[config.mk]
export PLATFORM = sky130hd
export DESIGN_NAME = bus_arbiter_4c
export DESIGN_NICKNAME = d
export VERILOG_FILES = /design/src/rtl/bus_arbiter_4c.sv
export SDC_FILE = /design/constraint.sdc
export NUM_CORES = 1
export LEC_CHECK = 0
export CORE_MARGIN = 3
export CORE_UTILIZATION = 45
export CTS_BUF_LIST = sky130_fd_sc_hd__clkbuf_4
export DETAILED_ROUTE_END_ITERATION = 8
export PLACE_DENSITY = 0.76
export SLEW_MARGIN = 20
export SYNTH_ARGS = -nofsm -noshare
export SYNTH_HDL_FRONTEND = slang
export SYNTH_SLANG_ARGS = --single-unit
[constraint.sdc]
create_clock -name clk -period 3.35 [get_ports clk]
set_input_delay 0.8375 -clock clk [delete_from_list [all_inputs] [get_ports clk]]
set_output_delay 0.8375 -clock clk [all_outputs]
set_load 0.02 [all_outputs]
[src/rtl/bus_arbiter_4c.sv]
// bus_arbiter_4c: round-robin common-bus arbiter with proc/snoop grants for NUM_CORES cache wrappers.
// Optional watchdog release is built only when ARB_TIMEOUT_EN is defined.
module bus_arbiter_4c #(
  parameter int NUM_CORES      = 4,
  parameter int TIMEOUT_CYCLES = 255
) (
  input  logic                 clk,
  input  logic                 rst,
  input  logic [NUM_CORES-1:0] Com_Bus_Req_proc,
  input  logic [NUM_CORES-1:0] Com_Bus_Req_snoop,
  output logic [NUM_CORES-1:0] Com_Bus_Gnt_proc,
  output logic [NUM_CORES-1:0] Com_Bus_Gnt_snoop,
  input  logic [NUM_CORES-1:0] Shared_local,
  output logic                 Shared,
  input  logic [NUM_CORES-1:0] Invalidation_done,
  output logic                 All_Invalidation_done,
  output logic [1:0]           Owner,
  output logic                 Arb_timeout
);

  localparam int IW = 2;

  if (NUM_CORES < 2 || NUM_CORES > 4 || TIMEOUT_CYCLES < 1) begin : g_param_check
    $error("bus_arbiter_4c: NUM_CORES must be 2..4 and TIMEOUT_CYCLES >= 1");
  end

  typedef enum logic [1:0] {IDLE, PROC, SNOOP, RELEASE} state_e;

  state_e               state_q, state_d;
  logic [IW-1:0]        rr_ptr_q, rr_ptr_d;
  logic [IW-1:0]        snoop_ptr_q, snoop_ptr_d;
  logic [IW-1:0]        owner_q, owner_d;
  logic [IW-1:0]        snooper_q, snooper_d;
  logic [NUM_CORES-1:0] gnt_proc_q, gnt_proc_d;
  logic [NUM_CORES-1:0] gnt_snoop_q, gnt_snoop_d;
  logic [IW:0]          pick_proc, pick_snoop;
  logic                 busy;
  logic                 timeout;

  // Returns {found, index} of the first set request at or after ptr, wrapping.
  function automatic logic [IW:0] rr_pick(input logic [NUM_CORES-1:0] req,
                                          input logic [IW-1:0]        ptr);
    logic [IW:0] pick;
    int unsigned idx;
    pick = '0;
    for (int unsigned i = 0; i < NUM_CORES; i++) begin
      idx = (32'(ptr) + i) % 32'(NUM_CORES);
      if (!pick[IW] && req[IW'(idx)]) pick = {1'b1, IW'(idx)};
    end
    return pick;
  endfunction

  function automatic logic [IW-1:0] next_idx(input logic [IW-1:0] idx);
    return (32'(idx) == 32'(NUM_CORES - 1)) ? '0 : idx + 1'b1;
  endfunction

  assign busy = (state_q == PROC) || (state_q == SNOOP);

`ifdef ARB_TIMEOUT_EN
  localparam int CW = $clog2(TIMEOUT_CYCLES + 1);

  logic [CW-1:0] wd_cnt_q, wd_cnt_d;

  always_comb wd_cnt_d = busy ? wd_cnt_q + 1'b1 : '0;

  always_ff @(posedge clk or posedge rst) begin
    if (rst) wd_cnt_q <= '0;
    else     wd_cnt_q <= wd_cnt_d;
  end

  // Counter holds (grant cycle - 1), so this fires in grant cycle TIMEOUT_CYCLES.
  assign timeout = busy && (wd_cnt_q == CW'(TIMEOUT_CYCLES - 1));
`else
  assign timeout = 1'b0;
`endif

  always_comb begin
    state_d     = state_q;
    rr_ptr_d    = rr_ptr_q;
    snoop_ptr_d = snoop_ptr_q;
    owner_d     = owner_q;
    snooper_d   = snooper_q;
    gnt_proc_d  = gnt_proc_q;
    gnt_snoop_d = gnt_snoop_q;
    pick_proc   = rr_pick(Com_Bus_Req_proc, rr_ptr_q);
    pick_snoop  = rr_pick(Com_Bus_Req_snoop & ~gnt_proc_q, snoop_ptr_q);
    case (state_q)
      IDLE, RELEASE: begin
        // RELEASE arbitrates with the already-advanced rr_ptr, keeping the bus gap to one cycle.
        state_d     = IDLE;
        gnt_proc_d  = '0;
        gnt_snoop_d = '0;
        if (pick_proc[IW]) begin
          state_d    = PROC;
          owner_d    = pick_proc[IW-1:0];
          gnt_proc_d = NUM_CORES'(1) << pick_proc[IW-1:0];
        end
      end
      PROC: begin
        if (timeout || !Com_Bus_Req_proc[owner_q]) begin
          state_d    = RELEASE;
          gnt_proc_d = '0;
          rr_ptr_d   = next_idx(owner_q);
        end else if (pick_snoop[IW]) begin
          state_d     = SNOOP;
          snooper_d   = pick_snoop[IW-1:0];
          gnt_snoop_d = NUM_CORES'(1) << pick_snoop[IW-1:0];
        end
      end
      SNOOP: begin
        if (timeout) begin
          state_d     = RELEASE;
          gnt_proc_d  = '0;
          gnt_snoop_d = '0;
          rr_ptr_d    = next_idx(owner_q);
        end else if (!Com_Bus_Req_snoop[snooper_q]) begin
          state_d     = PROC;
          gnt_snoop_d = '0;
          snoop_ptr_d = next_idx(snooper_q);
        end
      end
    endcase
  end

  always_ff @(posedge clk or posedge rst) begin
    if (rst) begin
      state_q     <= IDLE;
      rr_ptr_q    <= '0;
      snoop_ptr_q <= '0;
      owner_q     <= '0;
      snooper_q   <= '0;
      gnt_proc_q  <= '0;
      gnt_snoop_q <= '0;
    end else begin
      state_q     <= state_d;
      rr_ptr_q    <= rr_ptr_d;
      snoop_ptr_q <= snoop_ptr_d;
      owner_q     <= owner_d;
      snooper_q   <= snooper_d;
      gnt_proc_q  <= gnt_proc_d;
      gnt_snoop_q <= gnt_snoop_d;
    end
  end

  assign Com_Bus_Gnt_proc      = gnt_proc_q;
  assign Com_Bus_Gnt_snoop     = gnt_snoop_q;
  assign Owner                 = busy ? owner_q : 2'b00;
  assign Shared                = busy && (|(Shared_local & ~gnt_proc_q));
  assign All_Invalidation_done = busy && (&(Invalidation_done | gnt_proc_q));
  assign Arb_timeout           = timeout;

endmodule

==> results.json <==
{
  "relSlewSlack_pct": 55.4,
  "synthTopCellsByArea": "dfrtp_1, mux2_2, ha_1",
  "hp-class": "reg -> reg",
  "critPathCaptureType": "output port",
  "seq_area_um2": 450,
  "synth-seq-cells": 18,
  "io_pins": 31,
  "max_freq_ghz": 0.323,
  "syn2layout_area_growth_pct": 29.0,
  "clk_pin_slew_ns": 0.10,
  "clock_latency_ns": 0.30,
  "design_area_um2": 1530,
  "grt_max_degree": 19,
  "std_cell_rows": 17,
  "clk_path_buf_depth": 2,
  "fin_tns_setup_ns": 0,
  "required_ns": 2.51,
  "cp-start-kind": "input pin",
  "cpPeakStageDelay_ns": 0.61,
  "slew_viol_final": 0,
  "vias_per_cell": 5.83,
  "drt-initial-drc-count": 46,
  "hold_end": "Com_Bus_Gnt_snoop[0]",
  "setup_viol": 0,
  "worstMarginPinSlew_ns": 0.668,
  "netlist_top_cells_count": "dfrtp_1, inv_1, nand2_1, nor2_1, nor2b_1",
  "post-cts-setup-buffer-count": 0,
  "synth-edff-count": 0,
  "synth_cells": 123,
  "grt_usage_pct": 17.8,
  "grt_setup_unrepaired": "no",
  "rr_startpoint": "state_q[1]",
  "syn-cell-area_um2": 1190,
  "wl_per_cell_um": 15.1,
  "drive_gt1_share_pct": 12.3,
  "holdPathStages": 1,
  "vdd_drop_max_mv": 0.576,
  "r2r_setup_slack_ns": 1.68,
  "grt_pass1_vias": 1031,
  "p_total_mw": 1.35,
  "wl_mm": 2.77,
  "drv_cap": 0,
  "instances_no_fill": 183,
  "yosysWarningCount": 0,
  "hp-start": "Com_Bus_Gnt_snoop[0]",
  "cts_tree": "done",
  "cts_sinks": 18,
  "numPlacedInstances": 179,
  "r2r_cells": 7,
  "yosysMostFrequentCell": "dfrtp_1",
  "synth_nets": 145,
  "layout.nets": 178,
  "period_minus_slack_ns": 3.10,
  "clock-skew-final_ns": 0.0116,
  "drc_errors": 0,
  "overflow": 0,
  "seq_area_frac_synth_pct": 37.9,
  "dp_hpwl_mm": 2.09,
  "yosys_most_used_dff": "dfrtp_1",
  "vias": 1066,
  "die_w_um": 57.4,
  "cts.repair.resized": 0,
  "die-area_um2": 3290,
  "cpMaxStageDelayCell": "clkdlybuf4s50_1",
  "leakage_nw": 0.673,
  "drtAntennaViolNets": 0,
  "design.core.area_um2": 2360,
  "fp.dieH_um": 57.4,
  "io_buffers": 29,
  "numCtsBuffers": 3,
  "path_max_fanout": 1,
  "final_util_pct": 64.9,
  "antenna_found_initial": 0,
  "synth_area_leader_cell": "dfrtp_1",
  "place_area_um2": 1510,
  "synth.distinct_cells": 40,
  "critPathKind": "in -> out",
  "crit_path_frequent_cell": "clkdlybuf4s50_1",
  "crit_chain": "clkdlybuf4s50_1, inv_1, o22ai_1, a221oi_1, nor2_1, clkdlybuf4s50_1",
  "gp_congestion": 0.797,
  "period_share_pct": 92.5,
  "hold_violations": 0,
  "avgSynthCellArea_um2": 9.65,
  "status": "finished clean",
  "ys_async_sr_fraction_pct": 100,
  "h-tree-depth": 1,
  "cts_hold_buf": 0,
  "multi_input_area_um2": 681,
  "initial_core_util_pct": 50.3,
  "power_density_nw_per_um2": 881,
  "antenna_cells": 0,
  "grt_pass1_wl_mm": 4.63,
  "r2r-end": "Com_Bus_Gnt_snoop[0]",
  "synth_top_area_share_pct": 37.9,
  "nFillCells": 190,
  "cts_root_buffer": "clkbuf_4",
  "worstPathArrival_ns": 2.26,
  "dr.pass1.iters": 4
}
## critical path, delay by kind of cell
kind | cells | cell delay [ns]
and+or+nand+nor | 1 | 0.10
AOI/OAI and AO/OA | 2 | 0.21
buffers and inverters | 3 | 1.11
## flip-flops by register name, indices dropped and copies added (netlist names)
signal,flops
Com_Bus_Gnt_proc,4
owner_q,2
rr_ptr_q,2
Com_Bus_Gnt_snoop,4
snooper_q,2
snoop_ptr_q,2
state_q,2
## metrics by stage
step	setup slack, ns	hold slack (ns)
floorplan	1.11	0.481
global placement	0.311	0.479
detailed placement	0.254	0.483
CTS	0.250	0.511
global route	0.203	0.529
finish	0.252	0.506
## layer usage
layer / global-route usage, % / up-vias / wire [µm]
met1: 23.2 / 510 / 1290
met3: 3.62 / 7 / 155
met2: 28.9 / 36 / 1270
met4: 6.95 / 0 / 54
li1: - / 513 / -
met5: 0 / - / 0
## cell type report
class,count,area share (%)
Inverter,13,3.19
Timing Repair Buffer,29,19.0
Clock inverter,1,0.245
Multi-Input combinational cell,91,44.4
Sequential cell,18,29.4
Clock buffer,3,1.47
Tap cell,28,2.29
## worst max path at each step
stage	from	endpoint	slack, ns
6_report	Shared_local[2]	Shared	0.25
5_1_grt	Shared_local[2]	Shared	0.20
4_1_cts	Shared_local[2]	Shared	0.25
3_5_place_dp	Shared_local[2]	Shared	0.25
3_3_place_gp	Shared_local[2]	Shared	0.31
2_1_floorplan	Invalidation_done[1]	All_Invalidation_done	1.11
## layout by cell type, fill, tap and decap left out, types with 5 or more instances in the layout
| master | n |
|---|---|
| inv_1 | 13 |
| nand2b_1 | 6 |
| nor2b_1 | 7 |
| o22ai_1 | 5 |
| mux2_2 | 6 |
| nand2_1 | 9 |
| nor2_1 | 9 |
| clkdlybuf4s50_1 | 29 |
| dfrtp_1 | 18 |
## cell families (layout without fill, tap and decap cells)
family	count (synthesis)	after routing	synth area share [%]
buffers and inverters	14	46	4.74
AND/OR/NAND/NOR	44	44	20.2
multiplexers	10	10	10.1
other	1	1	0.316
AO/OA/AOI/OAI	32	32	22.4
adder cells (fa/ha/maj)	4	4	4.22
flip-flops	18	18	37.9
## power by group
part | internal (mW) | total [mW] | switching, mW | leakage (nW)
sequential | 0.311 | 0.422 | 0.111 | 0.229
clock | 0.0435 | 0.113 | 0.0700 | 0.0154
combinational | 0.391 | 0.814 | 0.423 | 0.429
(Power assumes the default switching activity.)
==> RTL change: new RTL, same settings <==
The 4 states of `state_e` get a one-hot encoding in 4 bits.
--- a/src/rtl/bus_arbiter_4c.sv
+++ b/src/rtl/bus_arbiter_4c.sv
@@ -24,7 +24,7 @@
     $error("bus_arbiter_4c: NUM_CORES must be 2..4 and TIMEOUT_CYCLES >= 1");
   end
 
-  typedef enum logic [1:0] {IDLE, PROC, SNOOP, RELEASE} state_e;
+  typedef enum logic [3:0] {IDLE = 4'b0001, PROC = 4'b0010, SNOOP = 4'b0100, RELEASE = 4'b1000} state_e;
 
   state_e               state_q, state_d;
   logic [IW-1:0]        rr_ptr_q, rr_ptr_d;
Check against the original RTL: no difference found for any inputs over 4 cycles, from zero or initial values and one cycle with rst high; so few cycles prove little.
==> RTL change against the unedited design <==
Power up 11%; sequential cell count is 2 higher; cell area grew 10%; global-route usage grew 0.98 points; area after synthesis grew 18%; worst setup slack improved by 0.034 ns; routed wire length rose by 13%; first-iteration DRC count grew 54%; largest cell class unchanged.
==> RTL change: results (changes against the unedited design) <==
| Metric | Value |
|---|---|
| Synth cell types | 53 (+33%) |
| Vias per cell | 6.13 (+5.2%) |
| GR Util met1 | 23.2% (+0.030 points) |
| Syn Nets | 161 (+11%) |
| Worst vdd ir | 0.422 mV (-27%) |
| GRT Overall Usage | 18.8% (+0.98 points) |
| GR met3 Demand/Resource | 2.07% (-1.6 points) |
| First-pass GRT wire length | 5360 microns (+16%) |
| Post-Place Cell Area | 1660 sq um (+10%) |
| Placer Congestion | 0.800 (+0.40%) |
| WP data arrival | 2.23 ns (-0.03 ns) |
| Outcome | finished clean |
| Largest net degree at the start of global routing | 21 (+2) |
| Vias in the first global route | 1214 (+18%) |
| Fraction of layout cells with a size suffix above 1 | 11.4% (-0.88 points) |
| M2 GR Usage | 33.9% (+5.1 points) |
| Synth cell count leaders | dfrtp_1, nor2_1, nand3_1 |
| Clock skew | 0.00289 ns (-0.00867 ns) |
| Post-synthesis sequential area ratio | 35.9% (-2.0 points) |
| Hold_sp | snooper_q[1] |
| Seq pwr | 0.527 mW (+25%) |
| Leakage | 0.664 nW (-1.4%) |
| Initial drt markers | 71 (+54%) |
| Nets@finish | 188 (+5.6%) |
| Hpwl dp | 2460 microns (+18%) |
| Wire length per cell | 15.8 microns (+4.1%) |
| Switching part of the total | 44.6% (-0.15 points) |
| P_clk | 0.117 mW (+4%) |
-- RTL change: metal layers --
metal / vias up / part of all wire, %
li1: 582 / -
met1: 605 / 44
met2: 24 / 51
met3: 2 / 3.7
met4: 0 / 0.61
met5: - / 0
-- RTL change: cell families (layout without fill, tap and decap cells) --
family / count (synthesis) / after routing / synth area share [%]
other: 1 / 1 / 0.269
AOI/OAI and AO/OA: 41 / 41 / 22.3
DFF: 20 / 20 / 35.9
muxes: 9 / 9 / 9.59
buffers and inverters: 15 / 41 / 6.72
and+or+nand+nor: 51 / 51 / 22.1
xor gates and xnor gates: 2 / 2 / 1.25
adders and majority gates: 2 / 2 / 1.79
-- RTL change: path summary, 6_finish.rpt --
path	end	slack [ns]	cells past startpoint
worst max-delay path	Shared	0.29	6
worst min register to register	snooper_q[1]	0.56	1
max in group asynchronous	snoop_ptr_q[0]	1.88	2
worst max register to register	snooper_q[1]	1.42	4
min in group asynchronous	Com_Bus_Gnt_proc[1]	0.98	2
worst min-delay path	snooper_q[1]	0.56	1
-- RTL change: through the flow --
| stage | utilization, % | cells | hold slack (ns) | power (mW) | setup WS, ns |
|---|---|---|---|---|---|
| after CTS | 59.2 | 198 | 0.565 | 1.51 | 0.274 |
| after global placement | 58.2 | 194 | 0.522 | 1.36 | 0.304 |
| after global routing | 59.2 | 198 | 0.581 | 1.63 | 0.164 |
| final | 59.2 | 198 | 0.564 | 1.50 | 0.286 |
| after detailed placement | 58.2 | 194 | 0.536 | 1.39 | 0.271 |
| after floorplan | - | 141 | 0.489 | 1.15 | 1.11 |
-- RTL change: cell type report --
type / instances / area [sq um]
clock buffers: 3 / 22.5
clock inverters: 1 / 3.75
fillers: 255 / 1160
inverters: 8 / 30.0
multi-input cells: 106 / 801
flip-flops and latches: 20 / 502
well taps: 31 / 38.8
repair buffers: 29 / 290
